--- config.mk ---
export PLATFORM = sky130hd
export DESIGN_NAME = pattern_arb_ctrl_flat
export DESIGN_NICKNAME = d
export VERILOG_FILES = /design/src/rtl/pattern_arb_ctrl_if.sv /design/src/rtl/pattern_arb_ctrl.sv /design/src/flat_wrapper.sv
export SDC_FILE = /design/constraint.sdc
export NUM_CORES = 1
export LEC_CHECK = 0
export BUFFER_PORTS_ARGS = -buffer_cell sky130_fd_sc_hd__buf_2
export CELL_PAD_IN_SITES_DETAIL_PLACEMENT = 2
export CELL_PAD_IN_SITES_GLOBAL_PLACEMENT = 2
export CORE_MARGIN = 8
export CORE_UTILIZATION = 30
export CTS_CLUSTER_SIZE = 20
export DETAILED_ROUTE_END_ITERATION = 10
export PLACE_DENSITY_LB_ADDON = 0.1
export SYNTH_ARGS = -nofsm -noshare
export SYNTH_HDL_FRONTEND = slang
export SYNTH_SLANG_ARGS = --single-unit
--- constraint.sdc ---
create_clock -name clk -period 1.91 [get_ports clk]
set_input_delay 0.2865 -clock clk [delete_from_list [all_inputs] [get_ports clk]]
set_output_delay 0.2865 -clock clk [all_outputs]
set_load 0.1 [all_outputs]
--- src/rtl/pattern_arb_ctrl_if.sv ---
// Requester handshake bundle for pattern_arb_ctrl.
// master = requester side, slave = arbiter side.
interface pattern_arb_ctrl_if;
  logic req0_valid;
  logic req0_data;
  logic req0_ready;
  logic req1_valid;
  logic req1_data;
  logic req1_ready;

  modport master (
    output req0_valid, req0_data,
    output req1_valid, req1_data,
    input  req0_ready, req1_ready
  );

  modport slave (
    input  req0_valid, req0_data,
    input  req1_valid, req1_data,
    output req0_ready, req1_ready
  );
endinterface

--- src/rtl/pattern_arb_ctrl.sv ---
// Two-requester round-robin arbiter feeding a shared pattern detector.
// Optional idle-owner abort enabled with ARB_TIMEOUT_EN.
module pattern_arb_ctrl #(
  parameter int FRAME_LEN   = 8,
  parameter int DRAIN_CYC   = 2,
  parameter int CNT_W       = 8,
  parameter int TIMEOUT_CYC = 16
) (
  input  logic             clk,
  input  logic             rst,
  pattern_arb_ctrl_if.slave req,
  output logic             det_rst,
  output logic             det_valid,
  output logic             det_data,
  input  logic             det_pattern,
  output logic [1:0]       grant,
  output logic [1:0]       hit_pulse,
  output logic [CNT_W-1:0] hit0_cnt,
  output logic [CNT_W-1:0] hit1_cnt,
  output logic             busy
);

  typedef enum logic [1:0] {
    IDLE, CLEAR, STREAM, DRAIN
  } state_t;

  state_t     state, state_nx;
  logic [7:0] bit_cnt, bit_cnt_nx;
  logic [3:0] drn_cnt, drn_cnt_nx;
  logic [1:0] grant_nx;
  logic       last_own, last_own_nx;
  logic       own_valid, own_data;
  logic       accept, hit, tmo;

  assign own_valid = grant[1] ? req.req1_valid
                              : req.req0_valid;
  assign own_data  = grant[1] ? req.req1_data
                              : req.req0_data;

  assign req.req0_ready = rst && (state == STREAM)
                          && grant[0];
  assign req.req1_ready = rst && (state == STREAM)
                          && grant[1];

  assign accept = (req.req0_ready || req.req1_ready)
                  && own_valid;
  assign hit = rst && det_pattern
               && (state == STREAM || state == DRAIN);

  assign hit_pulse = hit ? grant : 2'b00;
  assign det_rst   = !rst || (state == CLEAR);
  assign busy      = (state != IDLE);

`ifdef ARB_TIMEOUT_EN
  logic [15:0] idle_cnt;

  always_ff @(posedge clk) begin
    if (!rst || state != STREAM || own_valid)
      idle_cnt <= '0;
    else
      idle_cnt <= idle_cnt + 16'd1;
  end

  assign tmo = (state == STREAM) && !own_valid
               && (idle_cnt == 16'(TIMEOUT_CYC - 1));
`else
  assign tmo = 1'b0;
`endif

  always_comb begin
    state_nx    = state;
    bit_cnt_nx  = bit_cnt;
    drn_cnt_nx  = drn_cnt;
    grant_nx    = grant;
    last_own_nx = last_own;
    unique case (state)
      IDLE: begin
        if (req.req0_valid || req.req1_valid) begin
          // last_own=1 means req1 had the previous frame
          if (req.req0_valid && req.req1_valid)
            grant_nx = last_own ? 2'b01 : 2'b10;
          else
            grant_nx = req.req1_valid ? 2'b10 : 2'b01;
          bit_cnt_nx = '0;
          state_nx   = CLEAR;
        end
      end
      CLEAR: state_nx = STREAM;
      STREAM: begin
        if (accept) begin
          bit_cnt_nx = bit_cnt + 8'd1;
          if (bit_cnt == 8'(FRAME_LEN - 1)) begin
            state_nx   = DRAIN;
            drn_cnt_nx = '0;
          end
        end else if (tmo) begin
          state_nx   = DRAIN;
          drn_cnt_nx = '0;
        end
      end
      DRAIN: begin
        if (drn_cnt == 4'(DRAIN_CYC - 1)) begin
          state_nx    = IDLE;
          last_own_nx = grant[1];
          grant_nx    = 2'b00;
        end else begin
          drn_cnt_nx = drn_cnt + 4'd1;
        end
      end
      default: state_nx = IDLE;
    endcase
  end

  always_ff @(posedge clk) begin
    if (!rst) begin
      state     <= IDLE;
      grant     <= 2'b00;
      bit_cnt   <= '0;
      drn_cnt   <= '0;
      last_own  <= 1'b1;
      det_valid <= 1'b0;
      det_data  <= 1'b0;
      hit0_cnt  <= '0;
      hit1_cnt  <= '0;
    end else begin
      state     <= state_nx;
      grant     <= grant_nx;
      bit_cnt   <= bit_cnt_nx;
      drn_cnt   <= drn_cnt_nx;
      last_own  <= last_own_nx;
      det_valid <= accept;
      det_data  <= accept && own_data;
      if (hit && grant[0] && !(&hit0_cnt))
        hit0_cnt <= hit0_cnt + CNT_W'(1);
      if (hit && grant[1] && !(&hit1_cnt))
        hit1_cnt <= hit1_cnt + CNT_W'(1);
    end
  end

endmodule

--- src/flat_wrapper.sv ---
// flat-port wrapper written by rule: the top's interface ports become plain ports
module pattern_arb_ctrl_flat 
#(
  parameter int FRAME_LEN   = 8,
  parameter int DRAIN_CYC   = 2,
  parameter int CNT_W       = 8,
  parameter int TIMEOUT_CYC = 16
)
  (clk, rst, det_rst, det_valid, det_data, det_pattern, grant, hit_pulse, hit0_cnt, hit1_cnt, busy, req_req0_valid, req_req0_data, req_req1_valid, req_req1_data, req_req0_ready, req_req1_ready);
  pattern_arb_ctrl_if req_i ();
  input  logic clk;
  input  logic rst;
  output logic det_rst;
  output logic det_valid;
  output logic det_data;
  input  logic det_pattern;
  output logic [1:0] grant;
  output logic [1:0] hit_pulse;
  output logic [CNT_W-1:0] hit0_cnt;
  output logic [CNT_W-1:0] hit1_cnt;
  output logic busy;
  input wire logic [$bits(req_i.req0_valid)-1:0] req_req0_valid;
  input wire logic [$bits(req_i.req0_data)-1:0] req_req0_data;
  input wire logic [$bits(req_i.req1_valid)-1:0] req_req1_valid;
  input wire logic [$bits(req_i.req1_data)-1:0] req_req1_data;
  output wire logic [$bits(req_i.req0_ready)-1:0] req_req0_ready;
  output wire logic [$bits(req_i.req1_ready)-1:0] req_req1_ready;
  assign req_i.req0_valid = req_req0_valid;
  assign req_i.req0_data = req_req0_data;
  assign req_i.req1_valid = req_req1_valid;
  assign req_i.req1_data = req_req1_data;
  assign req_req0_ready = req_i.req0_ready;
  assign req_req1_ready = req_i.req1_ready;
  pattern_arb_ctrl #(.FRAME_LEN(FRAME_LEN), .DRAIN_CYC(DRAIN_CYC), .CNT_W(CNT_W), .TIMEOUT_CYC(TIMEOUT_CYC)) u_core (.clk(clk), .rst(rst), .req(req_i), .det_rst(det_rst), .det_valid(det_valid), .det_data(det_data), .det_pattern(det_pattern), .grant(grant), .hit_pulse(hit_pulse), .hit0_cnt(hit0_cnt), .hit1_cnt(hit1_cnt), .busy(busy));
endmodule
# Yosys cells after proc, flatten, opt, wreduce, memory -nomap -nowiden

Cells that the tools add are included.

$add $sub $neg: 4
Equality and inequality tests: 10
Multiplexer cells: 20
Reduce and logical (&&, ||, !) cells: 31

Operator list:

| operator              | number |
|---|---|
| $add A8 B1 Y8 const B | 3 |
| $mux W2               | 9 |
| $mux W8               | 2 |
| $pmux W8 S2           | 1 |
| $reduce_and A8 Y1     | 2 |
| $logic_and A1 B1 Y1   | 12 |
| $mux W4               | 3 |
| $eq A8 B3 Y1 const B  | 1 |
| $pmux W2 S4           | 1 |
| $pmux W4 S2           | 1 |
| $reduce_and A4 Y1     | 2 |
| $reduce_bool A2 Y1    | 4 |
| $ne A2 B2 Y1 const B  | 3 |
| $reduce_and A3 Y1     | 2 |
| $add A4 B1 Y4 const B | 1 |
| $eq A2 B2 Y1 const B  | 2 |
| $eq A4 B1 Y1 const B  | 1 |
| $logic_or A1 B1 Y1    | 4 |
| $ne A2 B1 Y1 const B  | 2 |
| $pmux W2 S2           | 1 |
| $logic_not A1 Y1      | 3 |
| $eq A2 B1 Y1 const B  | 1 |
| $logic_not A2 Y1      | 1 |
| $mux W1               | 2 |
| $reduce_and A2 Y1     | 1 |

Bits in registers: 35
Input bits: 7
Logic and storage cells: 74

# Longest topological paths before layout

Depth in word-level cells: 7
Depth in mapped cells: 8
Mapped depth without buffers: 7

# Worst setup path before layout

Ideal clock, no wire load.

Path kind: reg-to-reg
From: register u_core.grant[0]
To: register u_core.hit0_cnt[3]
Data arrival time: 2.743 ns
Data required time: 1.788 ns
Path slack: -0.955 ns
Stages on the path, launching flop included: 5
Cells stage by stage: dfxtp_1 -> o2111a_1 -> a21boi_1 -> nand4_1 -> mux2i_1

Longest elaborated chain between the ends: 2

RTL lines:

| item                             | line                    | RTL |
|---|---|---|
| start, declared                  | pattern_arb_ctrl.sv:16  | `output logic [1:0] grant,` |
| start signal, assigned           | pattern_arb_ctrl.sv:127 | `grant <= grant_nx;` |
| $logic_and A1 B1 Y1 (2 in a row) | pattern_arb_ctrl.sv:133 | `if (hit && grant[0] && !(&hit0_cnt))` |
| end signal, assigned             | pattern_arb_ctrl.sv:134 | `hit0_cnt <= hit0_cnt + CNT_W'(1);` |
| end, declared                    | pattern_arb_ctrl.sv:18  | `output logic [CNT_W-1:0] hit0_cnt,` |

Every way passes these cells.
A chain may end at the register's enable or synchronous reset.

# Worst setup path after layout

From: register u_core.bit_cnt[7]
To: register u_core.state[1]

Longest elaborated chain between the ends: 3

RTL lines:

| item                               | line                    | RTL |
|---|---|---|
| start, declared                    | pattern_arb_ctrl.sv:28  | `logic [7:0] bit_cnt, bit_cnt_nx;` |
| start signal, assigned             | pattern_arb_ctrl.sv:128 | `bit_cnt <= bit_cnt_nx;` |
| $eq A8 B3 Y1                       | pattern_arb_ctrl.sv:92  | `if (bit_cnt == 8'(FRAME_LEN - 1)) begin` |
| $ne A2 B2 Y1 (no source line)      | -                       |  |
| $reduce_and A4 Y1 (no source line) | -                       |  |
| end signal, assigned               | pattern_arb_ctrl.sv:126 | `state <= state_nx;` |
| end, declared                      | pattern_arb_ctrl.sv:27  | `state_t state, state_nx;` |

Every way passes these cells.

==> impl.org <==
** Status
- Outcome :: complete, but fails checks
- Violated checks :: setup timing

** Route
- Post-route ant nets :: 0
- The routed design has a little over 6000 microns of wire.
- Wirelength per Cell :: 17.7 microns
- Total number of vias :: about 1,900
- Using the TritonRoute via totals, the vias-per-cell ratio works out to between 5 and 6.
- DRC violations left :: 0
- The first routing iteration left 28 violations.
- For this run, the detailed router's first-pass iteration total came to 4.

** Worst setup path
- By startpoint and endpoint, the worst setup path is classified as reg -> reg.
- Arr. time, crit path :: between 2 and 2.5 ns
- Counting both buffers and inverters, the worst setup path holds a total of 0.
- Reg-to-reg endpoint :: u_core.state[1]
- Among all stages on the critical path, the largest delay is contributed by or4_4.
- Top cell family by delay on the critical path :: compound AO/OA/AOI/OAI gates
- CP endpoint kind :: flop
- Walking the worst path, the cells encountered are or4_4 > a2111o_1 > a211o_1 > mux2i_1.
- Setup slack of the most critical reg-to-reg path :: -0.01 ns
- Of all nets on the critical path, the largest fanout is 4.
- Data required, critical path :: 2.09 ns
- STA classifies the critical path startpoint as a flop.
- The number of cells on the worst reg-to-reg path is 4.
- Worst reg2reg startpoint :: u_core.bit_cnt[7]
- Crit-path max cell delay :: between 0.5 and 0.6 ns

** Clocking
- TritonCTS built the clock tree.
- Hold repair after CTS inserted 0 buffers.
- Number of buffers inserted during clock tree synthesis :: 5
- CTS H-tree lvls :: 2
- The tree built by TritonCTS fans out to 35 sinks.
- Clock-pin slew was measured on the worst setup and hold paths at roughly 0.080 ns.
- Maximum count of clock buffers along a single path :: 2
- The cell sitting at the root of the clock tree is a clkbuf_8.
- Skew-Pair Late Insertion Delay :: 0.29 ns

** GRT
- Global-route layer with the greatest usage :: met2
- After global routing the overflow that remains totals 0.
- First-pass GRT wire length :: between 9000 and 10,000 microns
- Met2 Usage GRT :: about a quarter
- GR Layer Usage met3 :: 3.39%
- Global routing used between 10% and 20% of the available met1 tracks.
- Entering global routing, the biggest net connects 14 pins.
- Number of global-route vias before repair :: just under 2,000
- In the global route stage, overall resource usage came out at 13.6%.
- The number of antenna violations at the first check in global routing was 0.

** Synth
- Yosys printed 0 warnings.
- Async S/R FF share, synth :: 0%
- Synthesis instantiated 58 different standard cells from the library.
- Number of flops mapped to enable cells by yosys :: 0
- Register area share after synthesis :: 37.1%
- The average instance in the mapped netlist occupies approximately 8.9 sq um.
- After synthesis the netlist holds a flip-flop and latch count of 35.
- Flip-flop cell with the highest count after synthesis :: dfxtp_1
- Share of the synthesized area in the top cell type :: between 30 and 40%
- In the post-synthesis netlist, the biggest area contributors are dfxtp_1 (37%), ha_1 (6.0%), mux2i_1 (5.3%).
- Post-Synthesis Net Count :: 229
- Synthesis produced ~210 cells.
- Mapped Area :: 1890 sq um
- Post-synth top area cell :: dfxtp_1

** Floorplan
- Number of placement rows :: 29
- Die outline width :: approximately 95 microns
- Count of pins on the block boundary :: 33
- The die covers approximately 9100 sq um.
- Initial standard-cell utilization of the core :: approximately 30%
- Measured along the y axis, the die boundary spans approximately 95 microns.
- After floorplanning, the core was sized to cover slightly above 6000 sq um.

** Layout
- Inserted Diodes :: 0
- Fraction of final layout cells with drive strength greater than 1 :: between 30% and 40%
- After filler insertion, the fill cell instance count of the layout stands at 705.
- Relative to the synthesized area, the layout overhead comes to 33.6%.
- Final Instance Count excl. Fillers :: between 300 and 400
- In the layout the commonest cells are buf_2 (30), buf_4 (23), nand2_1 (20), nor2_1 (20), dfxtp_1 (19).
- Most common cell after layout, fill and taps aside :: buf_2
- The final layout contains 286 nets.

** Placement
- Routability-driven placement finished with a final weighted congestion of between 0.7 and 0.8.
- During placement, the flow inserted port buffers numbering 32.
- Half-perimeter wire length of the detailed placement result :: 4360 microns
- Placed insts :: between 300 and 400

** Pwr
- For this design the ratio of total power to cell area is between 900 and 1000 nW/um^2.
- Across the VDD grid, the largest voltage drop is between 0.5 and 0.6 mV.
- Summed over all cells, the static leakage comes to roughly 1.1 nW.

** Timing
- Between clock sinks in the finished design, the worst skew comes to about 0.0032 ns.
- After layout, the minimum clock period comes to around 1.9 ns.
- For this run, the top clock speed supported by timing is around 520 MHz.
- Final Worst Setup Slack :: -0.0109 ns
- Setup violations remaining at the end of the flow were counted as 1.
- Of the available clock period, the critical path in the final layout requires 101%.
- Worst hold margin :: between 0.2 and 0.25 ns
- Measured against its own limit, the worst slew margin works out to around two thirds.
- The hold violation count in the final report came to 0.
- Setup repair after global routing could not meet its margin everywhere.
- For the pin with the worst max-slew slack, the measured transition is between 0.4 and 0.5 ns.
- Number of pins with negative max-slew slack in the final report :: 0

** Min path
- The worst hold path was traced through 3 stages.
- For hold timing, the worst endpoint is u_core.det_data.
- Hold Path Origin :: req_req0_data
- Path category of the worst min-delay check :: in -> reg

** Job
- Max-cap violations in this run came to 0.
-- sequential cells by signal, indices dropped and copies added (netlist names) --
| name | cells |
|---|---|
| u_core.drn_cnt | 4 |
| u_core.det_data | 1 |
| u_core.state | 2 |
| u_core.hit1_cnt | 8 |
| u_core.bit_cnt | 8 |
| u_core.last_own | 1 |
| u_core.grant | 2 |
| u_core.det_valid | 1 |
| u_core.hit0_cnt | 8 |
-- logic make-up after synthesis --
| group | share of synthesized area [%] |
|---|---|
| buffers and inverters | 4.24 |
| and+or+nand+nor | 23.0 |
| AOI/OAI and AO/OA | 21.0 |
| xor gates and xnor gates | 2.78 |
| DFF | 37.1 |
| adders and majority gates | 5.96 |
| muxes | 5.89 |
-- cells in the mapped netlist (all sizes together), types with 2 or more instances --
cell and instances:
dfxtp 35, nor2 21, nand2 20, inv 10
mux2i 10, ha 9, nand3 9, a21oi 7
and3 6, nand2b 5, nand4 5, o21ai 5
a211oi 4, buf 4, nor3 4, o22a 4
a2111oi 3, o211ai 3, o311ai 3, o31ai 3
xnor2 3, xor2 3, a21boi 2, a22o 2
and4 2, clkbuf 2, nand3b 2, nor3b 2
o2bb2ai 2, o41ai 2, or4 2
-- worst max-delay path by stage --
stage | startpoint | endpoint | slack, ns | depth (start not counted)
2_1_floorplan | u_core.grant[0] | u_core.hit0_cnt[7] | -0.05 | 4
3_3_place_gp | u_core.bit_cnt[7] | u_core.state[1] | 0.04 | 4
3_5_place_dp | u_core.bit_cnt[7] | u_core.state[1] | 0.007 | 4
4_1_cts | u_core.state[0] | u_core.drn_cnt[2] | 0.005 | 8
5_1_grt | u_core.bit_cnt[7] | u_core.state[1] | -0.05 | 4
6_report | u_core.bit_cnt[7] | u_core.state[1] | -0.01 | 4
-- stage by stage --
| stage | area [sq um] | setup TNS (ns) | power, mW | setup WS [ns] | util [%] |
|---|---|---|---|---|---|
| 2_1_floorplan | 1940 | -0.0466 | 1.40 | -0.0452 | - |
| 3_3_place_gp | 2290 | 0 | 1.56 | 0.0442 | 36.9 |
| 3_5_place_dp | 2290 | 0 | 1.57 | 0.00721 | 36.9 |
| 4_1_cts | 2460 | 0 | 2.29 | 0.00460 | 39.7 |
| 5_1_grt | 2520 | -0.0956 | 2.41 | -0.0510 | 40.7 |
| 6_report | 2520 | -0.0109 | 2.30 | -0.0109 | 40.7 |
-- cell type report --
| cell class | count | area (sq um) | share of cell area [%] |
|---|---|---|---|
| clock buffer | 7 | 108 | 4.26 |
| clock inverter | 1 | 5.00 | 0.198 |
| inverter | 10 | 42.5 | 1.69 |
| multi-input combinational | 162 | 1170 | 46.5 |
| sequential | 35 | 728 | 28.9 |
| tap | 77 | 96.3 | 3.82 |
| timing repair buffer | 56 | 370 | 14.7 |
-- power breakdown --
| group | switching [mW] | total (mW) | internal, mW |
|---|---|---|---|
| combinational | 0.555 | 0.786 | 0.230 |
| clock | 0.294 | 0.664 | 0.370 |
| sequential | 0.0657 | 0.847 | 0.782 |
-- routing by layer --
metal,up-vias,wire (microns),part of all wire [%]
met4,0,63,1.0
met2,25,3120,51
li1,906,-,-
met5,-,0,0
met3,6,206,3.3
met1,920,2780,45
-- worst reg2reg max path, delay by kind of cell, from the launching register on --
kind | cells | cell delay, ns
mux | 1 | 0.13
compound gates | 2 | 0.84
simple gates | 1 | 0.52
flops | 1 | 0.33
-- timing repair --
action | CTS | global route
pin swaps | 3 | 3
gates resized for setup | 3 | 11
setup endpoints to repair | 6 | 15
buffers inserted | 5 | 4
Note: power is estimated with default switching activity, not from simulation.
